**src/rtl/pipe_hazard_ctrl_if.sv**
```systemverilog
// Bundle between the pipeline hazard controller and the datapath: hazard
// observations flow into the controller, register strobes and status flow out.
interface pipe_hazard_ctrl_if #(
    parameter int REG_W = 5,
    parameter int CNT_W = 16
);
    // Hazard observations from the datapath
    logic [REG_W-1:0] id_rs;
    logic [REG_W-1:0] id_rt;
    logic             id_uses_rt;
    logic             ex_memread;
    logic [REG_W-1:0] ex_rt;
    logic             branch_taken;
    logic             mem_req;
    logic             mem_ready;
    logic             wb_halt;

    // Pipeline-register strobes and status back to the datapath
    logic             pc_en;
    logic             ifid_en;
    logic             ifid_flush;
    logic             idex_en;
    logic             idex_flush;
    logic             exmem_en;
    logic             memwb_flush;
    logic             halted;
    logic             mem_timeout;
    logic [CNT_W-1:0] stall_cnt;

    modport master (
        output id_rs, id_rt, id_uses_rt, ex_memread, ex_rt,
               branch_taken, mem_req, mem_ready, wb_halt,
        input  pc_en, ifid_en, ifid_flush, idex_en, idex_flush,
               exmem_en, memwb_flush, halted, mem_timeout, stall_cnt
    );

    modport slave (
        input  id_rs, id_rt, id_uses_rt, ex_memread, ex_rt,
               branch_taken, mem_req, mem_ready, wb_halt,
        output pc_en, ifid_en, ifid_flush, idex_en, idex_flush,
               exmem_en, memwb_flush, halted, mem_timeout, stall_cnt
    );
endinterface

```
**src/rtl/pipe_hazard_ctrl.sv**
```systemverilog
// Central sequencer for the 5-stage pipeline: per-stage enables and flushes for
// load-use, taken branch, data-memory wait and halt, plus stall/timeout status.
module pipe_hazard_ctrl #(
    parameter int REG_W       = 5,
    parameter int MEM_TIMEOUT = 16,
    parameter int CNT_W       = 16
) (
    input  logic               clk,
    input  logic               reset,
    pipe_hazard_ctrl_if.slave  hz
);
    localparam int WAIT_W = $clog2(MEM_TIMEOUT + 1);

    typedef enum logic [1:0] {
        ST_RUN      = 2'd0,
        ST_MEM_WAIT = 2'd1,
        ST_HALTED   = 2'd2
    } state_t;

    state_t             state_q;
    state_t             state_d;
    logic [WAIT_W-1:0]  wait_cnt_q;
    logic               mem_timeout_q;
    logic [CNT_W-1:0]   stall_cnt_q;

    logic [REG_W-1:0]   id_rs;
    logic [REG_W-1:0]   id_rt;
    logic [REG_W-1:0]   ex_rt;
    logic               mem_stall;
    logic               load_use;
    logic               wait_tick;
    logic               timeout_hit;

    logic               pc_en_c;
    logic               ifid_en_c;
    logic               ifid_flush_c;
    logic               idex_en_c;
    logic               idex_flush_c;
    logic               exmem_en_c;
    logic               memwb_flush_c;
    logic               halted_c;

    function automatic logic [CNT_W-1:0] sat_inc_cnt(input logic [CNT_W-1:0] v);
        return (&v) ? v : v + CNT_W'(1);
    endfunction

    function automatic logic [WAIT_W-1:0] sat_inc_wait(input logic [WAIT_W-1:0] v);
        return (v == WAIT_W'(MEM_TIMEOUT)) ? v : v + WAIT_W'(1);
    endfunction

    assign id_rs = hz.id_rs;
    assign id_rt = hz.id_rt;
    assign ex_rt = hz.ex_rt;

    // Hazard terms; register 0 is hardwired so a load into it never blocks ID
    assign mem_stall = hz.mem_req & ~hz.mem_ready;
    assign load_use  = hz.ex_memread & (ex_rt != '0) &
                       ((ex_rt == id_rs) | (hz.id_uses_rt & (ex_rt == id_rt)));

    // A wait cycle is one spent in MEM_WAIT still stalled and not halting
    assign wait_tick   = (state_q == ST_MEM_WAIT) & mem_stall & ~hz.wb_halt;
    assign timeout_hit = wait_tick & (wait_cnt_q == WAIT_W'(MEM_TIMEOUT - 1));

    always_comb begin
        state_d       = state_q;
        pc_en_c       = 1'b0;
        ifid_en_c     = 1'b0;
        ifid_flush_c  = 1'b0;
        idex_en_c     = 1'b0;
        idex_flush_c  = 1'b0;
        exmem_en_c    = 1'b0;
        memwb_flush_c = 1'b0;
        halted_c      = 1'b0;

        case (state_q)
            ST_HALTED: begin
                halted_c = 1'b1;
            end
            default: begin
                if (hz.wb_halt) begin
                    memwb_flush_c = 1'b1;
                    state_d       = ST_HALTED;
                end else if (mem_stall) begin
                    // Whole pipe frozen; a pending branch simply waits in EX
                    memwb_flush_c = 1'b1;
                    state_d       = ST_MEM_WAIT;
                end else begin
                    state_d    = ST_RUN;
                    pc_en_c    = 1'b1;
                    ifid_en_c  = 1'b1;
                    idex_en_c  = 1'b1;
                    exmem_en_c = 1'b1;
                    if (hz.branch_taken) begin
                        ifid_flush_c = 1'b1;
                        idex_flush_c = 1'b1;
                    end else if (load_use) begin
                        pc_en_c      = 1'b0;
                        ifid_en_c    = 1'b0;
                        idex_flush_c = 1'b1;
                    end
                end
            end
        endcase
    end

    always_ff @(posedge clk or negedge reset) begin
        if (!reset) begin
            state_q <= ST_RUN;
        end else begin
            state_q <= state_d;
        end
    end

    // Wait counter only lives while stalled in MEM_WAIT; timeout flag is sticky
    always_ff @(posedge clk or negedge reset) begin
        if (!reset) begin
            wait_cnt_q    <= '0;
            mem_timeout_q <= 1'b0;
        end else begin
            wait_cnt_q <= wait_tick ? sat_inc_wait(wait_cnt_q) : '0;
            if (timeout_hit) begin
                mem_timeout_q <= 1'b1;
            end
        end
    end

    always_ff @(posedge clk or negedge reset) begin
        if (!reset) begin
            stall_cnt_q <= '0;
        end else if (!pc_en_c && (state_q != ST_HALTED)) begin
            stall_cnt_q <= sat_inc_cnt(stall_cnt_q);
        end
    end

    // Strobes are forced low the instant reset asserts, independent of clk
    assign hz.pc_en       = reset & pc_en_c;
    assign hz.ifid_en     = reset & ifid_en_c;
    assign hz.ifid_flush  = reset & ifid_flush_c;
    assign hz.idex_en     = reset & idex_en_c;
    assign hz.idex_flush  = reset & idex_flush_c;
    assign hz.exmem_en    = reset & exmem_en_c;
    assign hz.memwb_flush = reset & memwb_flush_c;
    assign hz.halted      = reset & halted_c;
    assign hz.mem_timeout = mem_timeout_q;
    assign hz.stall_cnt   = stall_cnt_q;

endmodule

```
**src/flat_wrapper.sv**
```systemverilog
// flat-port wrapper written by rule: the top's interface ports become plain ports
module pipe_hazard_ctrl_flat 
#(
    parameter int REG_W       = 5,
    parameter int MEM_TIMEOUT = 16,
    parameter int CNT_W       = 16
)
  (clk, reset, hz_id_rs, hz_id_rt, hz_id_uses_rt, hz_ex_memread, hz_ex_rt, hz_branch_taken, hz_mem_req, hz_mem_ready, hz_wb_halt, hz_pc_en, hz_ifid_en, hz_ifid_flush, hz_idex_en, hz_idex_flush, hz_exmem_en, hz_memwb_flush, hz_halted, hz_mem_timeout, hz_stall_cnt);
  pipe_hazard_ctrl_if #(.REG_W(REG_W), .CNT_W(CNT_W)) hz_i ();
  input  logic clk;
  input  logic reset;
  input wire logic [$bits(hz_i.id_rs)-1:0] hz_id_rs;
  input wire logic [$bits(hz_i.id_rt)-1:0] hz_id_rt;
  input wire logic [$bits(hz_i.id_uses_rt)-1:0] hz_id_uses_rt;
  input wire logic [$bits(hz_i.ex_memread)-1:0] hz_ex_memread;
  input wire logic [$bits(hz_i.ex_rt)-1:0] hz_ex_rt;
  input wire logic [$bits(hz_i.branch_taken)-1:0] hz_branch_taken;
  input wire logic [$bits(hz_i.mem_req)-1:0] hz_mem_req;
  input wire logic [$bits(hz_i.mem_ready)-1:0] hz_mem_ready;
  input wire logic [$bits(hz_i.wb_halt)-1:0] hz_wb_halt;
  output wire logic [$bits(hz_i.pc_en)-1:0] hz_pc_en;
  output wire logic [$bits(hz_i.ifid_en)-1:0] hz_ifid_en;
  output wire logic [$bits(hz_i.ifid_flush)-1:0] hz_ifid_flush;
  output wire logic [$bits(hz_i.idex_en)-1:0] hz_idex_en;
  output wire logic [$bits(hz_i.idex_flush)-1:0] hz_idex_flush;
  output wire logic [$bits(hz_i.exmem_en)-1:0] hz_exmem_en;
  output wire logic [$bits(hz_i.memwb_flush)-1:0] hz_memwb_flush;
  output wire logic [$bits(hz_i.halted)-1:0] hz_halted;
  output wire logic [$bits(hz_i.mem_timeout)-1:0] hz_mem_timeout;
  output wire logic [$bits(hz_i.stall_cnt)-1:0] hz_stall_cnt;
  assign hz_i.id_rs = hz_id_rs;
  assign hz_i.id_rt = hz_id_rt;
  assign hz_i.id_uses_rt = hz_id_uses_rt;
  assign hz_i.ex_memread = hz_ex_memread;
  assign hz_i.ex_rt = hz_ex_rt;
  assign hz_i.branch_taken = hz_branch_taken;
  assign hz_i.mem_req = hz_mem_req;
  assign hz_i.mem_ready = hz_mem_ready;
  assign hz_i.wb_halt = hz_wb_halt;
  assign hz_pc_en = hz_i.pc_en;
  assign hz_ifid_en = hz_i.ifid_en;
  assign hz_ifid_flush = hz_i.ifid_flush;
  assign hz_idex_en = hz_i.idex_en;
  assign hz_idex_flush = hz_i.idex_flush;
  assign hz_exmem_en = hz_i.exmem_en;
  assign hz_memwb_flush = hz_i.memwb_flush;
  assign hz_halted = hz_i.halted;
  assign hz_mem_timeout = hz_i.mem_timeout;
  assign hz_stall_cnt = hz_i.stall_cnt;
  pipe_hazard_ctrl #(.REG_W(REG_W), .MEM_TIMEOUT(MEM_TIMEOUT), .CNT_W(CNT_W)) u_core (.clk(clk), .reset(reset), .hz(hz_i));
endmodule
```
**config.mk**
```make
export PLATFORM = sky130hd
export DESIGN_NAME = pipe_hazard_ctrl_flat
export DESIGN_NICKNAME = d
export VERILOG_FILES = /design/src/rtl/pipe_hazard_ctrl_if.sv /design/src/rtl/pipe_hazard_ctrl.sv /design/src/flat_wrapper.sv
export SDC_FILE = /design/constraint.sdc
export NUM_CORES = 1
export LEC_CHECK = 0
export BUFFER_PORTS_ARGS = -buffer_cell sky130_fd_sc_hd__buf_2
export CELL_PAD_IN_SITES_DETAIL_PLACEMENT = 2
export CELL_PAD_IN_SITES_GLOBAL_PLACEMENT = 2
export CORE_MARGIN = 5
export CORE_UTILIZATION = 32
export CTS_CLUSTER_DIAMETER = 60
export CTS_CLUSTER_SIZE = 8
export DETAILED_ROUTE_END_ITERATION = 7
export PLACE_DENSITY_LB_ADDON = 0.1
export REMOVE_ABC_BUFFERS = 1
export SLEW_MARGIN = 20
export SYNTH_ARGS = -nofsm -noshare
export SYNTH_HDL_FRONTEND = slang
export SYNTH_SLANG_ARGS = --single-unit
export TNS_END_PERCENT = 10
```
**constraint.sdc**
```tcl
create_clock -name clk -period 2.55 [get_ports clk]
set_input_delay 0.1275 -clock clk [delete_from_list [all_inputs] [get_ports clk]]
set_output_delay 0.1275 -clock clk [all_outputs]
set_load 0.01 [all_outputs]
```
# Word level (Yosys, flattened, before mapping)
# Index checks and enable logic that the tools add are counted.
[totals]
inputBits = 23
output_inout_bits = 25
elab_cells = 61
regBits = 24
[classes]
bitwise_logic = 17
mux = 25
eq_ne = 8
add_sub_neg = 2
n_reduce_logical = 5
[op_table]
columns = ["op", "count"]
rows = [
  ["$mux 1", 22],
  ["$add 16x1->16 const B", 1],
  ["$reduce_and 16->1", 1],
  ["$and 1x1->1", 13],
  ["$eq 5x5->1", 2],
  ["$mux 5", 2],
  ["$add 5x1->5 const B", 1],
  ["$eq 5x4->1 const B", 1],
  ["$eq 5x5->1 const B", 1],
  ["$reduce_bool 5->1", 1],
  ["$ne 2x2->1 const B", 2],
  ["$not 1->1", 3],
  ["$eq 2x1->1 const B", 1],
  ["$eq 2x2->1 const B", 1],
  ["$mux 2", 1],
  ["$reduce_and 2->1", 1],
  ["$logic_and 1x1->1", 1],
  ["$logic_not 1->1", 1],
  ["$or 1x1->1", 1],
]

# Longest topological paths before layout
[logic_depth]
ltp_word = 12
mapped_depth = 6
ltp_nobuf = 6

# Least setup slack after synthesis
# OpenSTA, ideal clock, no wires.
[synth_path]
kind = "flip-flop to flip-flop"
from = "register u_core.stall_cnt_q[4] (netlist: u_core.hz.stall_cnt[4])"
to = "register u_core.stall_cnt_q[4] (netlist: u_core.hz.stall_cnt[4])"
period_less_slack_ns = 1.812
arrival_time_ns = 1.686
required_ns = 2.424
setup_ns = 0.126
path_buffers = 0
slack_ns = 0.738
stages_incl_launch_ff = 7
cell_sequence = "dfrtp_1 > and4_1 > and3_2 > nand3_1 > nand3_1 > a211o_1 > xnor2_1"
[synth_between]
elab_chain_cells = 3
elab_cells_between_ends = 4
cone_classes = "add/sub (1); bitwise (1); reduce/logical (2)"
[synth_rtl]
columns = ["item", "line", "source"]
rows = [
  ["from (decl)", "pipe_hazard_ctrl.sv:24", "logic [CNT_W-1:0] stall_cnt_q;"],
  ["from (signal assigned)", "pipe_hazard_ctrl.sv:131", "stall_cnt_q <= sat_inc_cnt(stall_cnt_q);"],
  ["branches (longest 3 deep; another with $add 16x1->16)", "-", ""],
]
# Parallel ways; which one is timed is not known.
# A chain may end at the register's enable or synchronous reset.

# Worst setup path after layout
[layout_path]
from = "register u_core.stall_cnt_q[3] (netlist: u_core.hz.stall_cnt[3])"
to = "register u_core.stall_cnt_q[1] (netlist: u_core.hz.stall_cnt[1])"
[layout_between]
elab_chain_cells = 3
[layout_rtl]
columns = ["item", "line", "source"]
rows = [
  ["$reduce_and 16->1", "pipe_hazard_ctrl.sv:44", "return (&v) ? v : v + CNT_W'(1);"],
  ["$not 1->1 (no source line)", "-", ""],
  ["$reduce_and 2->1 (no source line)", "-", ""],
]
# No other way between the ends.

==> flow_results.org <==
** Detailed routing
- After detailed routing, the number of vias per cell comes to 4.94.
- The first detailed-routing pass ran for 4 iterations.
- Total detailed-routing wirelength :: 3910 um
- In this run the remaining antenna-violating nets after routing total 0.
- Vias after detailed routing :: 1190
- Remaining design rule violation count :: 0
- Number of violations reported at the end of detailed-routing iteration 0 :: 35
- Detailed-route wire length per cell :: 16.2 um

** STA
- Worst slew margin relative to its limit :: 0.633
- Setup violations remaining at the end of the flow were counted as 0.
- Number of hold violations in the final report :: 0
- Worst-Margin Slew :: 546 ps
- After routing, the total negative slack on setup checks comes to 0 ps.
- Timing would allow up to 503 MHz.
- Setup slack closes at 562 ps.
- The max-slew violation total from the final report is 0.
- Final worst hold slack :: 184 ps
- Clock skew on the completed layout was measured at 5.99 ps.
- Setup repair after global routing missed its margin :: false
- Dividing the final minimum period by the clock period gives 0.780.
- Final critical-path required period :: 1990 ps

** Die
- Die Y-Extent :: about 77 um
- The floorplan has 24 rows.
- In this run the horizontal extent of the chip is 77.2 um.
- Total Die Area :: 5960 um2
- Effective utilization at floorplan :: 0.332
- The region available for standard cell placement spans 4350 um2.
- For this design the top-level I/O count stands at 48.

** Global route
- The initial antenna violation count came to 0.
- The first global-routing pass estimated 6510 um of wire.
- Vias in the first global route :: 1339
- The total overflow left after global routing is 0.
- Entering global routing, the biggest net connects 20 pins.
- Overall global routing resource usage :: 0.134

** Clocking
- Skew-Pair Late Insertion Delay :: 270 ps
- Number of buffers inserted by post-CTS setup repair :: 0
- Number of H-tree levels :: 1
- TritonCTS built the clock tree.
- CTS Buf Count :: 3
- Root Driver :: clkbuf_8
- Clock tree synthesis found a total of 24 sinks.
- The clock passes through at most 2 buffers.
- Clock-pin slew was measured on the worst setup and hold paths at 90 ps.

** Run status
- The flow ran to the end, and the final reports show no timing, DRC or antenna violations.

** Layout
- ANT cells :: 0
- The net count of the finished layout is 217.
- Commonest non-fill, non-tap cells in the layout :: buf_2 (47), dfrtp_1 (24), xor2_1 (14)
- Post-route cell area :: 1810 um2
- In the final layout, the share of cells above drive strength 1 is 0.339.
- The library cell used most frequently in the layout, excluding fill and tap cells, is buf_2.
- The area growth from synthesis to layout is 25.6%.
- The layout has ~490 filler cells.

** Placement
- In this run the tool buffered the top-level ports with 47 buffer cells.
- Setup slack after placement :: 566 ps
- The congestion estimate from routability-driven global placement came to 0.740.
- Once placement finished, the instance area stood at 1730 um2.
- After legalization and detailed placement, the total HPWL measured 3280 um.

** Critical path
- In this design, the critical path's most frequently occurring cell is nand3_1.
- Critical path's top delay family :: simple AND/OR/NAND/NOR gates
- Kind of start point of the critical path :: flop
- Slowest cell on the critical path :: dfrtp_1
- Capturing element type of the critical path :: flop
- Largest fanout on the critical path :: 6
- Cell breakdown of the critical path :: and4_1 -> and3_2 -> nand3_1 -> nand3_1 -> nand2_2 -> mux2_1
- The critical path in this run is classified as flop to flop.
- STA puts the critical path data arrival time at 2140 ps.
- In this design, the stage delay of the slowest critical-path cell is 440 ps.
- For the worst setup path, the data required time is roughly 2700 ps.
- Buffers plus inverters on the worst setup path :: 0

** Pwr
- Overall power after layout :: between 700 and 800 uW
- The analysis attributes to cell leakage a power of 0.000918 uW.
- For this design the ratio of total power to cell area is 434 nW/um2.
- VDD sags by at most 0.000180 V.

** Logic synthesis
- For this run, the register share of the synthesized area comes to 0.416.
- Post-Synthesis Cell Area :: 1440 um2
- Yosys mapped the design onto 35 distinct sky130hd cell types.
- Each instance of the synthesized netlist takes up on average 10.4 um2.
- During synthesis, Yosys emitted a total of 0 warnings.
- Synthesis produced a netlist whose cell count is 139.
- Flops & latches, synth :: 24

** Job
- Across the run, the number of max-cap violations was 0.

** Min path
- Hold crit path type :: input port to flop
metrics by stage:
stage               utilization  cells
finish                    0.417    241
global route              0.417    241
CTS                       0.417    241
detailed placement        0.398    236
global placement          0.398    236
floorplan                     -    136
per-layer routing:
| layer | track usage | share of wire | vias up | routed length, um |
|---|---|---|---|---|
| met2 | 0.237 | 0.54 | 18 | 2100 |
| met1 | 0.166 | 0.42 | 593 | 1650 |
| li1 | - | - | 577 | - |
| met3 | 0.0258 | 0.034 | 2 | 133 |
| met4 | 0.0361 | 0.0074 | 0 | 29 |
| met5 | 0 | 0 | - | 0 |
power breakdown:
part	internal [uW]	leakage [uW]	switching, uW
clock	210	0.0000357	127
combinational	30.0	0.000558	40.1
sequential	380	0.000325	0
cell families after synthesis:
logic type / share of synthesized area
buffers and inverters: 0.0338
adders and majority gates: 0.0347
DFF: 0.416
muxes: 0.0295
and+or+nand+nor: 0.241
xor gates and xnor gates: 0.158
AOI/OAI and AO/OA: 0.0875
state kept, by name, summed over array words and instances (netlist names):
name	count
u_core.wait_cnt_q	5
u_core.hz.stall_cnt	16
u_core.hz.mem_timeout	1
u_core.state_q	2
worst register-to-register path: stages, from the launching register on:
cell     delay (ps)
dfrtp_1         440
and4_1          220
and3_2          240
nand3_1         220
nand3_1         260
nand2_2         160
mux2_1          340
final cells by class:
| cell class | instances | area, um2 | area share |
|---|---|---|---|
| multi-input combinational | 104 | 795 | 0.438 |
| sequential | 24 | 601 | 0.331 |
| timing repair buffer | 49 | 253 | 0.139 |
| tap | 52 | 65.1 | 0.0359 |
| clock buffer | 3 | 41.3 | 0.0228 |
| clock inverter | 1 | 30.0 | 0.0166 |
| inverter | 8 | 30.0 | 0.0166 |
worst paths after layout:
path | start | to | slack (ps) | depth (start not counted)
worst max-delay path | u_core.hz.stall_cnt[3] | u_core.hz.stall_cnt[1] | 560 | 6
worst min-delay path | hz_mem_ready | u_core.state_q[0] | 180 | 3
worst max register to register | u_core.hz.stall_cnt[3] | u_core.hz.stall_cnt[1] | 560 | 6
worst min register to register | u_core.hz.stall_cnt[10] | u_core.hz.stall_cnt[10] | 500 | 1
max in group asynchronous | reset | u_core.wait_cnt_q[0] | 1750 | 3
min in group asynchronous | reset | u_core.hz.stall_cnt[3] | 310 | 2
what timing repair did:
| item | CTS | global route |
|---|---|---|
| hold buffers | 1 | 0 |
| endpoints found under the hold margin | 15 | 0 |
| resized for setup | 0 | 0 |
Yosys cell counts:
master / number / share of area
mux2i_1: 2 / 0.014
buf_4: 2 / 0.010
a32oi_2: 1 / 0.011
and3_1: 7 / 0.030
nand4_1: 3 / 0.013
xor2_1: 14 / 0.085
nand2b_1: 2 / 0.0087
nand2_2: 1 / 0.0043
nor2_1: 10 / 0.026
nand3_1: 8 / 0.028
or4b_2: 1 / 0.0069
dfrtp_1: 24 / 0.42
and2_1: 2 / 0.0087
nand4bb_4: 1 / 0.019
mux2_1: 2 / 0.016
nand2_1: 8 / 0.021
nor3_2: 1 / 0.0069
inv_1: 8 / 0.021
and4_1: 3 / 0.018
and3_2: 2 / 0.010
a21oi_1: 4 / 0.014
o211ai_1: 2 / 0.010
ha_1: 4 / 0.035
or2b_2: 1 / 0.0061
or4_1: 1 / 0.0052
clkbuf_1: 1 / 0.0026
xnor2_1: 12 / 0.073
o21a_1: 1 / 0.0052
nor3_1: 4 / 0.014
and2b_2: 1 / 0.0061
o21ai_4: 1 / 0.011
nor4_2: 1 / 0.0087
a211o_1: 2 / 0.012
o21bai_1: 1 / 0.0052
o311ai_4: 1 / 0.018
No activity file was read; power rests on OpenSTA's default activity.
